`src/rtl/eth_fcs_tx.sv`:
```
// rtl/eth_fcs_tx.sv - Ethernet FCS appender on 32-bit AXI-Stream, optional minimum-length zero padding
// Optional feature macro: ETH_PAD_EN (zero-pad frames to MIN_FRAME_BYTES before the FCS)
module eth_fcs_tx #(
  parameter int AXIS_DATA_WIDTH = 32,
  parameter int MIN_FRAME_BYTES = 60
) (
  input  logic                         clk,
  input  logic                         rst,
  input  logic [AXIS_DATA_WIDTH-1:0]   s_axis_tdata,
  input  logic [AXIS_DATA_WIDTH/8-1:0] s_axis_tkeep,
  input  logic                         s_axis_tvalid,
  output logic                         s_axis_tready,
  input  logic                         s_axis_tlast,
  output logic [AXIS_DATA_WIDTH-1:0]   m_axis_tdata,
  output logic [AXIS_DATA_WIDTH/8-1:0] m_axis_tkeep,
  output logic                         m_axis_tvalid,
  input  logic                         m_axis_tready,
  output logic                         m_axis_tlast
);

  if (AXIS_DATA_WIDTH != 32) begin : g_bad_width
    $error("eth_fcs_tx: only AXIS_DATA_WIDTH=32 is supported");
  end
  if ((MIN_FRAME_BYTES % 4) != 0 || MIN_FRAME_BYTES > 65535) begin : g_bad_min
    $error("eth_fcs_tx: MIN_FRAME_BYTES must be a multiple of 4 below 65536");
  end

`ifdef ETH_PAD_EN
  localparam logic [15:0] MIN_CNT = 16'(MIN_FRAME_BYTES);
`endif

  typedef enum logic [1:0] {PASS, PAD, FCS_FULL, FCS_TAIL} state_t;

  state_t      state, state_n;
  logic [31:0] crc, crc_n, crc_in;
  logic [15:0] byte_cnt, cnt_n, cnt_in;
  logic [31:0] tail_data, tail_data_n;
  logic [3:0]  tail_keep, tail_keep_n;
  logic [31:0] data_n, beat, fcs_sh;
  logic [3:0]  keep_n;
  logic        valid_n, last_n, load;
  logic [2:0]  kept;

  function automatic logic [31:0] crc_byte(input logic [31:0] c, input logic [7:0] b);
    logic [31:0] r;
    r = c;
    for (int i = 0; i < 8; i++)
      r = (r[0] ^ b[i]) ? ((r >> 1) ^ 32'hEDB88320) : (r >> 1);
    return r;
  endfunction

  function automatic logic [31:0] crc_beat(input logic [31:0] c, input logic [31:0] d,
                                           input logic [3:0] k);
    logic [31:0] r;
    r = c;
    for (int i = 0; i < 4; i++)
      if (k[i]) r = crc_byte(r, d[8*i +: 8]);
    return r;
  endfunction

  function automatic logic [15:0] cnt_add(input logic [15:0] c, input logic [2:0] n);
    logic [16:0] s;
    s = {1'b0, c} + {14'b0, n};
    return s[16] ? 16'hFFFF : s[15:0];
  endfunction

  assign load          = !m_axis_tvalid || m_axis_tready;
  assign s_axis_tready = !rst && (state == PASS) && load;

  always_comb begin
    state_n     = state;
    crc_n       = crc;
    cnt_n       = byte_cnt;
    tail_data_n = tail_data;
    tail_keep_n = tail_keep;
    data_n      = m_axis_tdata;
    keep_n      = m_axis_tkeep;
    valid_n     = m_axis_tvalid;
    last_n      = m_axis_tlast;
    beat        = s_axis_tdata;
    fcs_sh      = '0;
    crc_in      = crc;
    cnt_in      = byte_cnt;
    case (s_axis_tkeep)
      4'b0001: kept = 3'd1;
      4'b0011: kept = 3'd2;
      4'b0111: kept = 3'd3;
      default: kept = 3'd4;
    endcase

    if (load) begin
      valid_n = 1'b0;
      last_n  = 1'b0;
      case (state)
        PASS: begin
          if (s_axis_tvalid) begin
            crc_in  = crc_beat(crc, s_axis_tdata, s_axis_tkeep);
            cnt_in  = cnt_add(byte_cnt, kept);
            fcs_sh  = ~crc_in;
            valid_n = 1'b1;
            keep_n  = s_axis_tkeep;
            crc_n   = crc_in;
            cnt_n   = cnt_in;
            if (s_axis_tlast) begin
`ifdef ETH_PAD_EN
              if (cnt_in < MIN_CNT) begin
                // Short frame: the unused lanes of this beat become the first pad bytes.
                for (int i = 0; i < 4; i++)
                  if (!s_axis_tkeep[i]) beat[8*i +: 8] = 8'h00;
                keep_n  = 4'hF;
                crc_n   = crc_beat(crc, beat, 4'hF);
                cnt_n   = cnt_add(byte_cnt, 3'd4);
                state_n = (cnt_n >= MIN_CNT) ? FCS_FULL : PAD;
              end else
`endif
              if (s_axis_tkeep == 4'hF) begin
                state_n = FCS_FULL;
              end else begin
                // Leading FCS bytes fill the free lanes; the leftover k bytes shift down for the tail beat.
                for (int i = 0; i < 4; i++)
                  if (!s_axis_tkeep[i]) begin
                    beat[8*i +: 8] = fcs_sh[7:0];
                    fcs_sh         = fcs_sh >> 8;
                  end
                keep_n      = 4'hF;
                tail_data_n = fcs_sh;
                tail_keep_n = s_axis_tkeep;
                state_n     = FCS_TAIL;
              end
            end
            data_n = beat;
          end
        end
`ifdef ETH_PAD_EN
        PAD: begin
          data_n  = '0;
          keep_n  = 4'hF;
          valid_n = 1'b1;
          crc_n   = crc_beat(crc, 32'h0, 4'hF);
          cnt_n   = cnt_add(byte_cnt, 3'd4);
          if (cnt_n >= MIN_CNT) state_n = FCS_FULL;
        end
`endif
        FCS_FULL: begin
          data_n  = ~crc;
          keep_n  = 4'hF;
          valid_n = 1'b1;
          last_n  = 1'b1;
          crc_n   = 32'hFFFFFFFF;
          cnt_n   = '0;
          state_n = PASS;
        end
        FCS_TAIL: begin
          data_n  = tail_data;
          keep_n  = tail_keep;
          valid_n = 1'b1;
          last_n  = 1'b1;
          crc_n   = 32'hFFFFFFFF;
          cnt_n   = '0;
          state_n = PASS;
        end
        default: state_n = PASS;
      endcase
    end
  end

  always_ff @(posedge clk) begin
    if (rst) begin
      state         <= PASS;
      crc           <= 32'hFFFFFFFF;
      byte_cnt      <= '0;
      tail_data     <= '0;
      tail_keep     <= '0;
      m_axis_tdata  <= '0;
      m_axis_tkeep  <= '0;
      m_axis_tvalid <= 1'b0;
      m_axis_tlast  <= 1'b0;
    end else begin
      state         <= state_n;
      crc           <= crc_n;
      byte_cnt      <= cnt_n;
      tail_data     <= tail_data_n;
      tail_keep     <= tail_keep_n;
      m_axis_tdata  <= data_n;
      m_axis_tkeep  <= keep_n;
      m_axis_tvalid <= valid_n;
      m_axis_tlast  <= last_n;
    end
  end

  a_keep_legal: assert property (@(posedge clk) disable iff (rst)
    (s_axis_tvalid && s_axis_tready) |->
      (s_axis_tlast ? (s_axis_tkeep inside {4'b0001, 4'b0011, 4'b0111, 4'b1111})
                    : (s_axis_tkeep == 4'b1111)));

endmodule
```
`config.mk`:
```
export PLATFORM = sky130hd
export DESIGN_NAME = eth_fcs_tx
export DESIGN_NICKNAME = d
export VERILOG_FILES = /design/src/rtl/eth_fcs_tx.sv
export SDC_FILE = /design/constraint.sdc
export NUM_CORES = 1
export LEC_CHECK = 0
export BUFFER_PORTS_ARGS = -buffer_cell sky130_fd_sc_hd__buf_2
export CAP_MARGIN = 10
export CORE_MARGIN = 2
export CORE_UTILIZATION = 50
export CTS_BUF_LIST = sky130_fd_sc_hd__clkbuf_8
export CTS_CLUSTER_DIAMETER = 60
export DETAILED_ROUTE_END_ITERATION = 7
export PLACE_DENSITY = 0.69
export SLEW_MARGIN = 10
export SYNTH_ARGS = -nofsm -noshare
export SYNTH_HDL_FRONTEND = slang
export SYNTH_SLANG_ARGS = --single-unit
```
`constraint.sdc`:
```
create_clock -name clk -period 8.7 [get_ports clk]
set_clock_uncertainty 0.05 [all_clocks]
set_input_delay 0.87 -clock clk [delete_from_list [all_inputs] [get_ports clk]]
set_output_delay 0.87 -clock clk [all_outputs]
set_load 0.05 [all_outputs]
```
=== After elaboration in Yosys (flattened, before gate mapping) ===
Cells that the tools add are included.

* Flip-flop bits (word level): 108
* Bits in latches: 0
* Memory bits (writable): 0
* Bits in read-only memories: 0
* Input port bits: 41
* Output and inout port bits: 39
* Logic and storage cells: 166
* Memories: 0

* Add/subtract/negate cells: 0
* Multipliers: 0
* Divide/modulo/power cells: 0
* Magnitude comparators: 0
* Equality and inequality tests: 5
* Shift operators: 0
* Mux-type cells: 73
* Bitwise operators: 67
* Reduce and logical (&&, ||, !) cells: 13

{| class="wikitable"
|+ Operators by type and width
! kind !! number
|-
| 32-bit 2-to-1 mux || 56
|-
| 13-bit NOT with 14-bit output || 32
|-
| 32-bit one-hot mux with 3 select lines || 1
|-
| 32-bit NOT || 2
|-
| 32-bit one-hot mux with 2 select lines || 1
|-
| 8-bit 2-to-1 mux || 4
|-
| 1-bit XOR || 32
|-
| 4-bit 2-to-1 mux || 3
|-
| 4-bit one-hot mux with 3 select lines || 1
|-
| 3-bit AND reduction || 3
|-
| 2-bit 2-to-1 mux || 3
|-
| 5-bit AND reduction || 1
|-
| 2-bit == test (second input constant) || 2
|-
| 4-bit == test (second input constant) || 1
|-
| 2-bit != test (second input constant) || 2
|-
| 1-bit 2-to-1 mux || 3
|-
| 3-bit nonzero test || 1
|-
| 1-bit logical AND || 2
|-
| 1-bit zero test || 2
|-
| 2-bit zero test || 1
|-
| 1-bit one-hot mux with 2 select lines || 1
|-
| 2-bit nonzero test || 1
|-
| 2-bit OR reduction || 1
|-
| 1-bit logical OR || 1
|-
| 1-bit NOT || 1
|}

=== Depth between registers and ports, before layout ===
* Word-level depth: 89
* Mapped depth: 21
* Mapped depth without buffers: 17

=== Worst setup path after synthesis ===
OpenSTA, ideal clock, no wires.

* Kind: input to register
* From: input s_axis_tdata[2]
* To: register tail_data[4]
* Library setup time: 0.122 ns
* Arrival: 5.894 ns
* Required time: 8.528 ns
* Setup slack: 2.635 ns
* Cell stages on the path: 18
* Buffers on the path: 1
* Cells stage by stage: xnor2_4 -> xnor3_1 -> xor2_1 -> mux2i_4 -> xnor3_2 -> o211a_1 -> or2_1 -> buf_4 -> xnor3_1 -> xnor3_1 -> a21o_4 -> xor2_4 -> xor2_2 -> xnor3_1 -> a21oi_1 -> a21oi_1 -> or3_1 -> a221o_1

* Longest elaborated chain between the ends: 65
* Elaborated cells between the ends (all ways): 101
* Those cells by class: 50 x mux; 51 x bitwise

{| class="wikitable"
|+ RTL lines
! item !! RTL line !! RTL
|-
| start, declared || 9 || <nowiki>input logic [AXIS_DATA_WIDTH-1:0] s_axis_tdata,</nowiki>
|-
| 1-bit XOR * || 48 || <nowiki>r = (r[0] ^ b[i]) ? ((r >> 1) ^ 32'hEDB88320) : (r >> 1);</nowiki>
|-
| 32-bit 2-to-1 mux * || 48 ||
|-
| 13-bit NOT with 14-bit output (no line) || n/a ||
|-
| 32-bit 2-to-1 mux * (3 in series) || 48 ||
|-
| 13-bit NOT with 14-bit output (no line) || n/a ||
|-
| 32-bit 2-to-1 mux * (2 in series) || 48 ||
|-
| 32-bit 2-to-1 mux * || 57 || <nowiki>if (k[i]) r = crc_byte(r, d[8*i +: 8]);</nowiki>
|-
| 32-bit 2-to-1 mux * || 96 || <nowiki>if (s_axis_tvalid) begin</nowiki>
|-
| [34 not listed] || n/a ||
|-
| 32-bit 2-to-1 mux * || 91 || <nowiki>if (load) begin</nowiki>
|-
| parallel branches: the longest is 10 deep, another holds 32-bit 2-to-1 mux || n/a ||
|-
| 32-bit 2-to-1 mux * || 57 ||
|-
| 32-bit 2-to-1 mux * || 96 ||
|-
| 32-bit 2-to-1 mux * || 94 || <nowiki>case (state)</nowiki>
|-
| 32-bit 2-to-1 mux * || 91 ||
|-
| 32-bit NOT * || 99 || <nowiki>fcs_sh = ~crc_in;</nowiki>
|-
| 32-bit 2-to-1 mux * (4 in series) || 121 || <nowiki>if (!s_axis_tkeep[i]) begin</nowiki>
|-
| end signal, assigned || 182 || <nowiki>tail_data <= tail_data_n;</nowiki>
|-
| end, declared || 37 || <nowiki>logic [31:0] tail_data, tail_data_n;</nowiki>
|}

Mark *: on every way between the ends. The select of a mux whose other input is x is not followed.
A chain may end at the register's enable or synchronous reset.

=== Worst setup path in the final report ===
* From: input s_axis_tdata[1]
* To: register tail_data[12]

* Longest elaborated chain between the ends: 66
* Elaborated cells between the ends (all ways): 101
* Those cells by class: 51 x mux; 50 x bitwise

{| class="wikitable"
|+ RTL lines
! item !! RTL line
|-
| 1-bit XOR * || 48
|-
| 32-bit 2-to-1 mux * (3 in series) || 48
|-
| 13-bit NOT with 14-bit output (no line) or 32-bit 2-to-1 mux (tied branches) || n/a
|-
| 32-bit 2-to-1 mux * (4 in series) || 48
|-
| 32-bit 2-to-1 mux * || 57
|-
| 32-bit 2-to-1 mux * || 96
|-
| 32-bit 2-to-1 mux * || 94
|-
| 32-bit 2-to-1 mux * || 91
|-
| [42 not listed] || n/a
|-
| 13-bit NOT with 14-bit output (no line) || n/a
|-
| 32-bit 2-to-1 mux || 48
|-
| 32-bit 2-to-1 mux * || 57
|-
| 32-bit 2-to-1 mux * || 96
|-
| 32-bit 2-to-1 mux * || 94
|-
| 32-bit 2-to-1 mux * || 91
|-
| 32-bit NOT * || 99
|-
| 32-bit 2-to-1 mux * (4 in series) || 121
|}

Every way passes the cells marked *; elsewhere a longest branch is shown, timed or not. The select of a mux whose other input is x is not followed.

==> impl_metrics.toml <==
[finish]
fin_nets = 1530
instances_no_fill = 1818
drive_above_1_share = 0.140
utilization = 0.541
antennaDiodeCount = 0
area_growth_syn_to_layout_pct = 5.78

[timing]
relSlewSlack = 0.263
setup_viol = 0
min_period_over_period = 0.806
rsz0062_at_grt = "false"
tns_ps = 0
max_freq_ghz = 0.143
finalHoldViolCount = 0
fin_hold_ws_ps = 412
tightest_slew_ps = 1110
period_needed_ps = 7010
slew_violations = 0

[floorplan]
die_h_um = 162
die_w_um = 162
row_count = 57
ios = 80
initial_core_util = 0.512
dieArea_um2 = 26200
core_area_um2 = 24400

[placement]
dp_hpwl_mm = 37.6
portBuffers = 79
dp.cells = 1802
routabilityCongestion = 1.04

[cts]
clock_path_buffers = 2
cts.root.buffer_cell = "clkbuf_8"
hold_buffers = 0
cts_setup_buffers = 0
clk_latency_ps = 410
cts_resized = 0
cts_made_buffers = 9
h-tree-depth = 3
cts_num_sinks = 108
cts_tree = "done"
clk_pin_slew_worst_paths_ps = 140

[logic_synthesis]
ys.flop_type = "dfxtp_1"
syn-num-nets = 1536
synth_cells = 1495
synth.most_common_cell = "nand2_1"
synth_area_per_cell_um2 = 8.35
yosys-top-cells-area = "dfxtp_1, xnor3_1, xnor2_1, mux2i_1, nand2_1"
netlist_area_um2 = 12500
synth.top_cells.by_count = "nand2_1, nor2_1, xnor2_1"
synth_edf_count = 0
ys_seq_area_frac = 0.173
yosysTopAreaCell = "dfxtp_1"
synth_cell_types = 96
yosysTopAreaCellShare = 0.173
yosysWarnings = 0
async_flop_share = 0
ys_ff_latch = 108

[routing]
drt-vias-per-instance = 6.64
post_drt_wl_per_cell_um = 27.2
drc = 0
vias = 12100
totalWireLength_mm = 49.4
drt_iter0_markers = 1592
firstDrtPassIters = 6
antenna_left = 0

[worst_hold_path]
hold_path.class = "register to register"
min_from = "m_axis_tkeep[3]"
whs_path_depth = 2
hold_end = "m_axis_tkeep[3]"

[outcome]
status = "completed"

[global_route]
grt.total_usage = 0.371
grt_pass1_vias = 11000
grt_pass1_wl_mm = 72.1
grt_overflow = 0
grt_max_degree = 71
antenna_found_initial = 0

[setup_path]
cp_data_arrival_time_ps = 7260
cp-start-kind = "input port"
reg2regPathDepth = 16
worstSetupEndpointType = "register"
crit_required_ps = 8940
rrSetupSlack_ps = 1730
crit_fanout = 8
crit_type = "input port to register"
rr_endpoint = "tail_data[12]"
r2r_start = "crc[1]"

[flow_run]
max_cap_viol_count = 0
## state kept, by name, summed over array words and instances (netlist names)
name / count
crc: 32
m_axis_tdata: 32
m_axis_tkeep: 4
m_axis_tlast: 1
m_axis_tvalid: 1
state: 2
tail_data: 32
tail_keep: 4
## cell type report
cell class | instances | area [um^2]
clock buffers | 9 | 124
flip-flops and latches | 108 | 2160
well taps | 324 | 405
fillers | 2367 | 11200
inverters | 22 | 82.6
multi-input cells | 1250 | 9790
repair buffers | 98 | 546
clock inverters | 7 | 91.3
## per-layer routing
layer | routed length [um] | vias to the layer above | part of all wire | track usage
met5 | 0 | - | 0 | 0
met4 | 2520 | 0 | 0.051 | 0.171
met3 | 5450 | 128 | 0.11 | 0.0861
met2 | 21600 | 721 | 0.44 | 0.559
met1 | 19900 | 5830 | 0.40 | 0.507
li1 | - | 5398 | - | -
## worst max path at each step
stage	from	end	slack, ps	depth (start not counted)
detailed placement	s_axis_tdata[1]	tail_data[12]	1440	17
global placement	s_axis_tdata[1]	tail_data[12]	1480	17
finish	s_axis_tdata[1]	tail_data[12]	1690	17
global route	s_axis_tdata[1]	tail_data[12]	1610	17
CTS	s_axis_tdata[1]	tail_data[4]	1860	17
floorplan	s_axis_tdata[2]	tail_data[4]	2630	18
## cells by family after synthesis
kind of cell,Yosys count,synth area share
simple gates,469,0.170
compound gates,415,0.230
xor+xnor,265,0.293
buf+inv,137,0.0436
flops,108,0.173
mux,101,0.0906
## placed cells by master, fill, tap and decap left out, types with 14 or more instances in the layout
cell type,instances
a21oi_1,110
mux2i_1,73
buf_2,76
inv_1,18
nand2_1,165
nor3_1,35
nand3_1,37
o22ai_1,27
dfxtp_1,106
nor2_1,143
a211oi_1,51
o21ai_0,60
xnor2_1,122
buf_4,22
o211ai_1,20
xor2_1,44
a31oi_1,14
xnor3_1,62
mux2_2,19
## stage by stage
step | setup WS [ps] | cell area (um^2)
2_1_floorplan | 2630 | 12500
3_3_place_gp | 1480 | 13000
3_5_place_dp | 1440 | 13000
4_1_cts | 1860 | 13200
5_1_grt | 1610 | 13200
6_report | 1690 | 13200
## worst max-delay path: stages
cell and delay, ps:
buf_2 150, xnor2_4 350, xnor3_2 560, mux2_4 360
a211oi_1 480, o31a_1 270, or2_0 480, xnor3_1 590
xnor3_1 380, a21o_4 250, xor2_4 350, xor2_2 370
xnor3_1 430, a21oi_1 510, a21oi_1 60, or3_1 420
a221o_1 360
Power is not shown: default switching activity piles up to over one toggle a cycle in this logic, so the estimate is an artifact.
